<file path="src/rtl/parity_pkg.sv">
// -----------------------------------------------------------------------------
// parity_pkg
//   Shared definitions for the parity streaming unit:
//     - state_e        : frame tracking state (IDLE between frames, ACTIVE inside)
//     - PARITY_EVEN/ODD: values of the parity mode bit
//     - reduce_par     : reduction parity of a word of arbitrary width
// -----------------------------------------------------------------------------
package parity_pkg;

    typedef enum logic [0:0] {
        IDLE   = 1'b0,
        ACTIVE = 1'b1
    } state_e;

    localparam logic PARITY_EVEN = 1'b0;
    localparam logic PARITY_ODD  = 1'b1;

    // Widest word the parity helper accepts. Callers zero-extend narrower words
    // into this width; zero bits do not change the XOR reduction.
    localparam int PAR_MAX_W = 1024;

    // Reduction parity over the low 'width' bits of 'value'. Bits at or above
    // 'width' are ignored so callers need not guarantee a clean extension.
    function automatic logic reduce_par(input logic [PAR_MAX_W-1:0] value,
                                        input int unsigned          width);
        logic p;
        p = 1'b0;
        for (int unsigned i = 0; i < PAR_MAX_W; i++) begin
            if (i < width) begin
                p = p ^ value[i];
            end
        end
        return p;
    endfunction

endpackage

</file>
<file path="src/rtl/parity_err_counter.sv">
// -----------------------------------------------------------------------------
// parity_err_counter
//   Saturating event counter with a synchronous clear.
//   Ports:
//     clk    in   clock, rising edge
//     rst_n  in   asynchronous active-low reset
//     clr    in   synchronous clear; wins over inc, but an inc in the same
//                 cycle is still counted (result 1)
//     inc    in   count one event this cycle
//     count  out  CNT_W-bit count, holds at all-ones
// -----------------------------------------------------------------------------
module parity_err_counter #(
    parameter int CNT_W = 8
) (
    input  logic             clk,
    input  logic             rst_n,
    input  logic             clr,
    input  logic             inc,
    output logic [CNT_W-1:0] count
);

    localparam logic [CNT_W-1:0] CNT_MAX = '1;

    always_ff @(posedge clk or negedge rst_n) begin
        if (!rst_n) begin
            count <= '0;
        end else if (clr) begin
            // Clearing must not lose an error that lands in the same cycle.
            count <= inc ? CNT_W'(1) : '0;
        end else if (inc && (count != CNT_MAX)) begin
            count <= count + CNT_W'(1);
        end
    end

endmodule

</file>
<file path="src/rtl/parity_stream_unit.sv">
// -----------------------------------------------------------------------------
// parity_stream_unit
//   Streaming parity generator/checker with one registered pipeline stage.
//   Each accepted word gets a generated parity bit and an optional check of
//   the received parity; words are grouped into frames (closed by in_last or
//   after MAX_FRAME words) and a frame parity is reported when a frame closes.
//
//   Handshake (both sides): a word moves when valid && ready are both high at
//   a rising edge. in_ready = !out_valid || out_ready, so the single output
//   register is refilled in the same cycle it drains. While out_valid is high
//   and out_ready is low, all out_* hold their values.
//
//   Ports:
//     clk, rst_n        clock (rising edge), async active-low reset
//     cfg_odd           parity mode for the next frame (0 even, 1 odd)
//     chk_en            enable checking of in_par
//     clr_count         synchronous clear of err_count
//     in_valid/in_ready input handshake
//     in_data, in_par   input word and its received parity bit
//     in_last           last word of a frame
//     out_valid/out_ready output handshake
//     out_data          registered input word
//     out_par           generated parity of out_data
//     out_err           received parity mismatch (0 when checking disabled)
//     out_last          word closed its frame (in_last or MAX_FRAME reached)
//     frame_valid       one-cycle pulse when the closing word is first shown
//     frame_par         frame parity, valid with frame_valid
//     frame_trunc       frame closed by MAX_FRAME without in_last
//     err_count         saturating count of words with out_err=1
// -----------------------------------------------------------------------------
module parity_stream_unit
    import parity_pkg::*;
#(
    parameter int DATA_W    = 8,
    parameter int MAX_FRAME = 16,
    parameter int CNT_W     = 8
) (
    input  logic              clk,
    input  logic              rst_n,
    input  logic              cfg_odd,
    input  logic              chk_en,
    input  logic              clr_count,
    input  logic              in_valid,
    output logic              in_ready,
    input  logic [DATA_W-1:0] in_data,
    input  logic              in_par,
    input  logic              in_last,
    output logic              out_valid,
    input  logic              out_ready,
    output logic [DATA_W-1:0] out_data,
    output logic              out_par,
    output logic              out_err,
    output logic              out_last,
    output logic              frame_valid,
    output logic              frame_par,
    output logic              frame_trunc,
    output logic [CNT_W-1:0]  err_count
);

    // Word counter wide enough to hold MAX_FRAME itself.
    localparam int CW = (MAX_FRAME > 1) ? $clog2(MAX_FRAME + 1) : 1;
    localparam logic [CW-1:0] FRAME_LIMIT = CW'(MAX_FRAME);

    state_e        state;
    logic [CW-1:0] count;
    logic          acc;
    logic          mode_q;

    logic          xfer;
    logic          mode_eff;
    logic          data_par;
    logic          word_par;
    logic          word_err;
    logic [CW-1:0] count_next;
    logic          acc_next;
    logic          close;

    assign in_ready = !out_valid || out_ready;
    assign xfer     = in_valid && in_ready;

    // The first word of a frame sees cfg_odd directly; later words use the
    // value latched with that first word, so mid-frame changes wait a frame.
    assign mode_eff = (state == IDLE) ? cfg_odd : mode_q;

    assign data_par = reduce_par(PAR_MAX_W'(in_data), DATA_W);
    assign word_par = data_par ^ mode_eff;
    assign word_err = chk_en && (in_par != word_par);

    // Count and accumulator as they stand including the current word.
    assign count_next = (state == IDLE) ? CW'(1) : (count + CW'(1));
    assign acc_next   = ((state == IDLE) ? 1'b0 : acc) ^ data_par;
    assign close      = in_last || (count_next == FRAME_LIMIT);

    // Frame tracking.
    always_ff @(posedge clk or negedge rst_n) begin
        if (!rst_n) begin
            state  <= IDLE;
            count  <= '0;
            acc    <= 1'b0;
            mode_q <= PARITY_EVEN;
        end else if (xfer) begin
            if (close) begin
                state <= IDLE;
                count <= '0;
                acc   <= 1'b0;
            end else begin
                state <= ACTIVE;
                count <= count_next;
                acc   <= acc_next;
            end
            mode_q <= mode_eff;
        end
    end

    // Output word register.
    always_ff @(posedge clk or negedge rst_n) begin
        if (!rst_n) begin
            out_valid <= 1'b0;
            out_data  <= '0;
            out_par   <= 1'b0;
            out_err   <= 1'b0;
            out_last  <= 1'b0;
        end else if (xfer) begin
            out_valid <= 1'b1;
            out_data  <= in_data;
            out_par   <= word_par;
            out_err   <= word_err;
            out_last  <= close;
        end else if (out_ready) begin
            out_valid <= 1'b0;
        end
    end

    // Frame report: pulses together with the first presentation of the
    // closing word and does not wait for out_ready.
    always_ff @(posedge clk or negedge rst_n) begin
        if (!rst_n) begin
            frame_valid <= 1'b0;
            frame_par   <= 1'b0;
            frame_trunc <= 1'b0;
        end else if (xfer && close) begin
            frame_valid <= 1'b1;
            frame_par   <= acc_next ^ mode_eff;
            frame_trunc <= !in_last;
        end else begin
            frame_valid <= 1'b0;
            frame_par   <= 1'b0;
            frame_trunc <= 1'b0;
        end
    end

    parity_err_counter #(
        .CNT_W (CNT_W)
    ) u_err_counter (
        .clk   (clk),
        .rst_n (rst_n),
        .clr   (clr_count),
        .inc   (xfer && word_err),
        .count (err_count)
    );

endmodule

</file>
<file path="config.mk">
export PLATFORM = sky130hd
export DESIGN_NAME = parity_stream_unit
export DESIGN_NICKNAME = d
export VERILOG_FILES = /design/src/rtl/parity_pkg.sv /design/src/rtl/parity_err_counter.sv /design/src/rtl/parity_stream_unit.sv
export SDC_FILE = /design/constraint.sdc
export NUM_CORES = 1
export LEC_CHECK = 0
export CORE_ASPECT_RATIO = 0.75
export CORE_MARGIN = 2
export CORE_UTILIZATION = 48
export DETAILED_ROUTE_END_ITERATION = 6
export PLACE_DENSITY = 0.84
export SETUP_SLACK_MARGIN = 0.1
export SYNTH_ARGS = -nofsm -noshare
export SYNTH_HDL_FRONTEND = slang
export SYNTH_SLANG_ARGS = --single-unit
</file>
<file path="constraint.sdc">
create_clock -name clk -period 2.3 [get_ports clk]
set_input_delay 0.46 -clock clk [delete_from_list [all_inputs] [get_ports clk]]
set_output_delay 0.46 -clock clk [all_outputs]
set_load 0.05 [all_outputs]
</file>
# == Yosys cells after proc, flatten, opt, wreduce, memory -nomap -nowiden ==
# Index checks and enable logic that the tools add are counted.
# totals
register_bits,31
elab_cells,53
out_inout_bits,24
inputBits,17
# classes
bitwise_logic,10
add_sub_neg,2
reduce_logical,11
muxes,14
n_eq_ne,3
# ops
op,n
8-bit two-way mux,2
1-bit two-way mux,10
5-bit two-way mux,2
1-bit XOR,10
"8-bit by 1-bit adder with 8-bit output, second input constant",1
"8-bit != test, second input constant",1
"5-bit by 1-bit adder with 5-bit output, second input constant",1
"5-bit equality test, second input constant",1
1-bit logical AND,5
2-bit nonzero test,2
1-bit logical NOT,2
1-bit logical OR,2
1-bit != test,1

# == Depth between registers and ports, before layout ==
# Gate-level depths: netlist (run 1).
# depth
word_depth,14
mapped_depth,7
depth_no_buf,6

# == Hierarchy ==
# From an unflattened synthesis (run 1), not the netlist that was laid out.
# unflattened
cells_unflattened,139
hier_area_um2,1561.5
# by_module_without_submodules
module,cells_per_inst,seq_area_each_um2,instances,area_per_inst_um2
parity_stream_unit,92,575.6,1,1088.5
parity_err_counter,47,200.2,1,473.0

# == Least setup slack after synthesis (run 1) ==
# OpenSTA, ideal clock, no wires.
# synth_timing
path_kind,register to register
startpoint,register out_valid
endpoint,register u_err_counter.count[2]
path_stages_with_launch,7
path_buffers,1
slack_ps,-21
setup_time_ps,128
period_less_slack_ps,2321
t_required_ps,2172
t_arrival_ps,2194
path_cell_list,dfrtp_1 > nand2b_1 > and2_1 > clkbuf_1 > nand3_1 > nor3b_1 > mux2_1
# synth_via
elab_chain_len,6
# synth_lines
element,line_no,rtl
start: declaration,parity_stream_unit.sv:48,"output logic out_valid,"
start signal: assignment,parity_stream_unit.sv:118,out_valid <= 1'b0;
start signal: assignment,parity_stream_unit.sv:124,out_valid <= 1'b1;
start signal: assignment,parity_stream_unit.sv:130,out_valid <= 1'b0;
1-bit logical NOT,parity_stream_unit.sv:78,assign in_ready = !out_valid || out_ready;
1-bit logical OR,parity_stream_unit.sv:78,
net in_ready,parity_stream_unit.sv:44,"output logic in_ready,"
1-bit logical AND,parity_stream_unit.sv:79,assign xfer = in_valid && in_ready;
1-bit logical AND,parity_stream_unit.sv:158,".inc (xfer && word_err),"
1-bit logical AND,parity_err_counter.sv:30,end else if (inc && (count != CNT_MAX)) begin
2-bit nonzero test (no line),n/a,
end signal: assignment,parity_err_counter.sv:29,count <= inc ? CNT_W'(1) : '0;
end signal: assignment,parity_err_counter.sv:31,count <= count + CNT_W'(1);
end: declaration,parity_err_counter.sv:19,output logic [CNT_W-1:0] count
# The timed path passes the listed nets, and every way through them passes these cells.
# A chain may end at the register's enable or synchronous reset.

# == Final worst setup path (run 1) ==
# layout_timing
startpoint,register state
endpoint,register u_err_counter.count[6]
# layout_via
elab_chain_len,7
# layout_lines
element,line_no,rtl
start: declaration,parity_stream_unit.sv:64,state_e state;
start signal: assignment,parity_stream_unit.sv:97,state <= IDLE;
start signal: assignment,parity_stream_unit.sv:103,state <= IDLE;
start signal: assignment,parity_stream_unit.sv:107,state <= ACTIVE;
1-bit two-way mux,parity_stream_unit.sv:83,assign mode_eff = (state == IDLE) ? cfg_odd : mode_q;
1-bit XOR,parity_stream_unit.sv:86,assign word_par = data_par ^ mode_eff;
1-bit != test,parity_stream_unit.sv:87,assign word_err = chk_en && (in_par != word_par);
1-bit logical AND,parity_stream_unit.sv:87,
1-bit logical AND,parity_stream_unit.sv:158,
1-bit logical AND,parity_err_counter.sv:30,
2-bit nonzero test (no line),n/a,
# Every way passes these cells.

==> summary.md, run 1 <==
| Metric | Value |
|---|---|
| Worst Tran Pin Value | `0.507 ns` |
| Root buffer cell | `clkbuf_8` |
| Most common cell after layout, fill and taps aside | `nand2_1` |
| Iter 0 DRT Violations | `44` |
| Post-synth EDFFs | `0` |
| Max_slew headroom | `66.1%` |
| Setup Skew | `0.00682 ns` |
| All-layer global routing usage | `22.1%` |
| Sequential area share after synthesis | `47.8%` |
| Placer congestion estimate | `0.782` |
| Core footprint | `3270 µm²` |
| Largest stage delay on the critical path | `0.52 ns` |
| Num rows | `18` |
| Max clock buf depth | `2` |
| Sinks on Clock Net | `31` |
| Final Total Pwr | `1970 µW` |
| Most frequent cells in the layout | `nand2_1, dfrtp_1, clkdlybuf4s50_1` |
| Setup WS pre-CTS | `-0.516 ns` |
| Layout Nets | `244` |
| Ratio of cells with drive above 1 in the final layout | `19.5%` |
| Setup TNS | `0 ns` |
| Leading area contributor after synthesis | `dfrtp_1` |
| Final Hold Viols | `0` |
| CP max stage cell | `or4_1` |
| Via density | `5.37` |
| Register-to-register setup slack | `0.12 ns` |
| Mean Syn Cell Area | `9.96 µm²` |
| Clk_lat worst skew | `0.29 ns` |
| Peak supply drop | `550 µV` |
| Critical path arrival | `2.39 ns` |
| TritonRoute pass-1 iters | `4` |
| Crit path time final | `2.18 ns` |
| Area grow syn2layout | `46.6%` |
| Synth top area share | `47.8%` |
| Initial antenna violation count | `0` |
| Hold Path Class | `input port to register` |
| Async set or reset register ratio after synthesis | `100%` |
| Post-Route WL | `3.99 mm` |
| #FFs+latches synth | `31` |
| Worst setup EP type | `register` |
| # diodes | `0` |
| Wirelength per Cell | `15.0 µm` |
| Non-Filler Instances | `266` |
| Largest net degree at the start of global routing | `32` |
| TritonCTS Buffers | `5` |
| Top post-synthesis cells by area | `dfrtp_1, nand2_1, xnor3_1, xnor2_1, xnor2_2` |
| Status | `complete, no violations` |
| Worst-path clk slew | `0.07 ns` |
| Detail Route Antenna Nets | `0` |
| Port bufs | `40` |
| Top_reg_cell synth | `dfrtp_1` |
| Cells after DPL | `247` |
| Cells after Synth | `163` |
| Yosys Warn Count | `0` |
| Unrepaired setup endpoints after global routing | `yes` |
| # IOs | `41` |
| Pleak | `0.00112 µW` |
| Maxcap violations | `0` |
| Critical Path RT | `2.51 ns` |
| Worst setup margin | `0.117 ns` |
| Syn_nets | `182` |
| Final period util | `94.9%` |
| Post-DP HPWL | `2.64 mm` |
| CTS tree | `built` |
| Crit start category | `register` |
| Final slew viol count | `0` |
| Crit Path Max Fanout | `5` |
| Crit path cell chain | `mux2i_2 > xnor2_2 > xnor3_2 > or4_1 > a21oi_2` |
| DRC | `0` |
| CP Class | `register to register` |
| Depth of the CTS H-tree | `2` |
| Achievable Freq | `458 MHz` |
| First-pass GRT wire length | `6.31 mm` |
| Number of global-route vias before repair | `1425` |
| Post-CTS Hold Buffers | `0` |
| Final setup vio count | `0` |
| Hold_ws | `0.464 ns` |
| Via count | `1428` |
| Die height | `54.4 µm` |
| Cell area after synthesis | `1620 µm²` |
| Cell variety after synth | `35` |
| Die W | `71.1 µm` |
| Initial Utilization | `49.7%` |
| Total grt overflow | `0` |
| PwrDens | `829 nW/µm²` |
| Die ar. | `3870 µm²` |
==> cells in the mapped netlist, drive strengths merged (4+ instances only) <==
cell type and count:
dfrtp 31, nor2b 5, mux2 4, xnor2 9
clkbuf 5, o21ai 6, nand3 8, o31ai 4
nor2 9, nand2 39, nand2b 5, a21oi 5
==> sequential cells by signal (all words and copies together), names as in the netlist <==
register,count
out_last,1
u_err_counter.count,8
out_valid,1
out_err,1
frame_trunc,1
state,1
out_par,1
mode_q,1
frame_par,1
out_data,8
count,5
acc,1
frame_valid,1
==> worst paths after layout <==
| path | start | to | cells after the start |
|---|---|---|---|
| max | state | u_err_counter.count[6] | 5 |
| max reg2reg | state | u_err_counter.count[6] | 5 |
| min in group asynchronous | rst_n | count[2] | 2 |
| max in group asynchronous | rst_n | u_err_counter.count[1] | 2 |
| min reg2reg | out_data[2] | out_data[2] | 2 |
| min | in_data[7] | out_data[7] | 3 |
==> per-stage QoR <==
stage	cell area (µm²)	util, %
floorplan	1630	-
global placement	2130	65.3
detailed placement	2130	65.3
CTS	2340	71.7
global route	2380	72.8
finish	2380	72.8
==> layout make-up <==
class	count	area (µm²)
sequential	31	776
clock inverter	2	35.0
clock buffer	6	82.6
timing repair buffer	61	562
fill	215	887
tap	40	50.0
multi-input combinational	123	862
inverter	3	11.3
==> critical path, delay by kind of cell (launching register included) <==
kind	cells	cell delay, ns
xor+xnor	2	0.67
mux	1	0.34
simple gates	1	0.52
compound gates	1	0.14
flops	1	0.42
==> power by group <==
| part | internal [µW] | switching [µW] | leakage (µW) | total, µW |
|---|---|---|---|---|
| registers | 610 | 48.4 | 0.000402 | 658 |
| clock network | 350 | 214 | 0.0000612 | 564 |
| logic | 352 | 397 | 0.000658 | 749 |
==> repair_timing <==
item                       4_1_cts  5_1_grt
buffers inserted                 8        2
gates resized for setup         10        6
setup endpoints to repair        8        4
pin swaps                        9        2
gates cloned                     1        0
==> kinds of logic after synthesis <==
kind of cell	Yosys count	synth area share [%]
AND/OR/NAND/NOR	78	22.5
flip-flops	31	47.8
AO/OA/AOI/OAI	21	8.33
XOR/XNOR	15	13.0
buffers and inverters	10	2.85
multiplexers	6	4.01
adder cells (fa/ha/maj)	2	1.54
==> per-layer routing <==
layer	GRT usage, %	vias to the layer above	wire (µm)
li1	-	678	-
met1	26.1	681	1620
met2	37.2	57	2040
met3	8.29	12	242
met4	9.43	0	82
met5	0	-	0
No activity file was read; power rests on OpenSTA's default activity.
==> run 2, diff against run 1 <==
--- a/config.mk
+++ b/config.mk
@@ -6,10 +6,9 @@
 export NUM_CORES = 1
 export LEC_CHECK = 0
 export CORE_ASPECT_RATIO = 0.75
-export CORE_MARGIN = 2
 export CORE_UTILIZATION = 48
 export DETAILED_ROUTE_END_ITERATION = 6
-export PLACE_DENSITY = 0.84
+export PLACE_DENSITY = 0.78
 export SETUP_SLACK_MARGIN = 0.1
 export SYNTH_ARGS = -nofsm -noshare
 export SYNTH_HDL_FRONTEND = slang
==> summary.md, run 2 (same netlist as run 1, synthesis figures left out) <==
| Metric | Value |
|---|---|
| Status | `complete, but fails checks` |
| Failing checks | `DRC` |
| Critical path's most frequent cell | `buf_4` |
| Port bufs | `40 (unchanged)` |
| FF-to-FF path depth | `5 (unchanged)` |
| Number of global-route vias before repair | `1398 (-1.9%)` |
| Setup Skew | `0.00375 ns (-0.00307 ns)` |
| Final Total Pwr | `2010 µW (+1.8%)` |
| Seq pwr share | `32.8% (-0.6 points)` |
| Post-CTS Hold Buffers | `0 (unchanged)` |
| Largest net degree at the start of global routing | `32 (unchanged)` |
| Die W | `69.1 µm (-2.8%)` |
| CP max stage cell | `xnor3_1` |
| Final setup vio count | `0 (unchanged)` |
| Depth of the CTS H-tree | `2 (unchanged)` |
| Critical path arrival | `2.33 ns (-0.06 ns)` |
| Final slew viol count | `0 (unchanged)` |
| Peak supply drop | `512 µV (-6.9%)` |
| Num rows | `17 (-1)` |
| Biggest regs | `out_data (8), u_err_counter.count (8), count (5)` |
| Most frequent cells in the layout | `nand2_1, dfrtp_1, clkdlybuf4s50_1` |
| Worst-path clk slew | `0.07 ns (about the same)` |
| Max_slew headroom | `65.4% (-0.65 points)` |
| TritonRoute pass-1 iters | `6 (+2)` |
| Net Sw Frac | `32.1% (-1.4 points)` |
| Crit Path Max Fanout | `2 (-3)` |
| Crit path time final | `2.15 ns (-0.0301 ns)` |
| Placer congestion estimate | `0.848 (+8.4%)` |
| Root buffer cell | `clkbuf_8` |
| Clock share of power | `32.0% (+3.4 points)` |
| Sinks on Clock Net | `31 (unchanged)` |
| All-layer global routing usage | `23.9% (+1.7 points)` |
| Core footprint | `3080 µm² (-5.6%)` |
| Max clock buf depth | `2 (unchanged)` |
| Post-layout util | `76.3% (+3.5 points)` |
| Die ar. | `3620 µm² (-6.4%)` |
| # IOs | `41 (unchanged)` |
| Sw Pwr | `644 µW (-2.4%)` |
| # diodes | `0 (unchanged)` |
| PwrDens | `852 nW/µm² (+2.8%)` |
| Unrepaired setup endpoints after global routing | `no` |
| Clk_lat worst skew | `0.28 ns (about the same)` |
| Most common cell after layout, fill and taps aside | `nand2_1` |
| Maxcap violations | `0 (unchanged)` |
| Post-Route WL | `3.90 mm (-2.1%)` |
| Area grow syn2layout | `45.1%` |
| Layout Nets | `241 (-1.2%)` |
| P_int | `1360 µW (+3.8%)` |
| Post-DP HPWL | `2.70 mm (+2.0%)` |
| Achievable Freq | `465 MHz (+1.4%)` |
| Via count | `1402 (-1.8%)` |
| Setup WS pre-CTS | `-0.459 ns (+0.0569 ns)` |
| Crit path cell chain | `dlygate4sd2_1 > xor2_2 > xor2_2 > buf_4 > buf_4 > buf_4 > buf_4 > xnor3_1 > a22o_1 > a22o_1` |
| Iter 0 DRT Violations | `57 (+30%)` |
| First-pass GRT wire length | `6.42 mm (+1.6%)` |
| Worst setup EP type | `register` |
| CP bufs+invs | `5 (+5)` |
| Largest stage delay on the critical path | `0.32 ns (-0.20 ns)` |
| Detail Route Antenna Nets | `0 (unchanged)` |
| Cells after DPL | `245 (-0.81%)` |
| Worst setup margin | `0.147 ns (+0.0301 ns)` |
| Pleak | `0.00112 µW (-0.43%)` |
| Final Hold Viols | `0 (unchanged)` |
| DRC | `3 (+3)` |
| TritonCTS Buffers | `5 (unchanged)` |
| Initial antenna violation count | `0 (unchanged)` |
| WP depth | `10 (+5)` |
| Die height | `52.4 µm (-3.7%)` |
| Final period util | `93.6% (-1.3 points)` |
| Non-Filler Instances | `261 (-1.9%)` |
| Total grt overflow | `0 (unchanged)` |
| Ratio of cells with drive above 1 in the final layout | `17.0% (-2.4 points)` |
| Crit start category | `input port` |
| Gate power share | `35.2% (-2.8 points)` |
| Hold Path Class | `input port to register` |
| CP Class | `input port to register` |
| Initial Utilization | `52.6% (+2.9 points)` |
| Top delay family on crit path | `buffers and inverters` |
| Wirelength per Cell | `15.0 µm (-0.23%)` |
| CTS tree | `built` |
| Worst Tran Pin Value | `0.517 ns (+0.00967 ns)` |
| Via density | `5.37 (about the same)` |
| Critical Path RT | `2.48 ns (-0.03 ns)` |
| Hold Path Stages | `3 (unchanged)` |
[run 2: cell count changes in the layout (fill, tap and decap cells not counted), sizes merged]
cell	before	now
bufinv	1	2
buf	22	19
clkinv	1	0
dlygate4sd2	7	8
clkdlybuf4s50	31	30
[run 2: routing by layer]
metal / vias up / routed length [µm] / GRT usage, %
met5: - / 0 / 0
met4: 0 / 63 / 10.2
met3: 8 / 150 / 7.69
li1: 670 / - / -
met2: 36 / 2010 / 41.7
met1: 688 / 1680 / 27.4
[run 2: what timing repair did]
item,in CTS,in global routing
endpoints found under the setup margin,8,7
gates cloned,1,0
pin swaps,6,4
buffers inserted,4,3
resized for setup,12,2
[run 2: worst paths after layout]
check / start / endpoint / slack [ns]
worst max-delay path: in_data[2] / acc / 0.15
worst min-delay path: in_data[1] / out_data[1] / 0.48
worst max register to register: state / u_err_counter.count[5] / 0.24
worst min register to register: out_data[0] / out_data[0] / 0.48
max in group asynchronous: rst_n / out_valid / 1.46
min in group asynchronous: rst_n / count[3] / 0.56
[run 2: tightest hold or removal path, cell delays in order]
cell and delay [ns]:
dlymetal6s2s_1 0.15, nand2_1 0.07, nand2_1 0.05
[run 2: layout make-up]
type                            count  area [µm²]
Tap cell                           38        47.5
Inverter                            3        11.3
Sequential cell                    31         776
Clock inverter                      2        60.1
Timing Repair Buffer               58         538
Multi-Input combinational cell    123         850
Fill cell                         215         729
Clock buffer                        6        72.6
[run 2: per-stage QoR]
step | TNS, ns | hold slack [ns] | area, µm²
3_3_place_gp | -2.46 | 0.459 | 2130
2_1_floorplan | 0 | 0.164 | 1630
6_report | 0 | 0.484 | 2350
3_5_place_dp | -2.93 | 0.467 | 2130
5_1_grt | 0 | 0.501 | 2350
4_1_cts | 0 | 0.486 | 2330
[run 2: power by group through the flow]
| stage | registers [µW] | clock network [µW] | logic (µW) |
|---|---|---|---|
| floorplan | 813 | 0 | 271 |
| finish | 658 | 643 | 706 |
| CTS | 658 | 641 | 689 |
| global route | 665 | 675 | 747 |
| detailed placement | 667 | 0 | 625 |
| global placement | 661 | 0 | 614 |
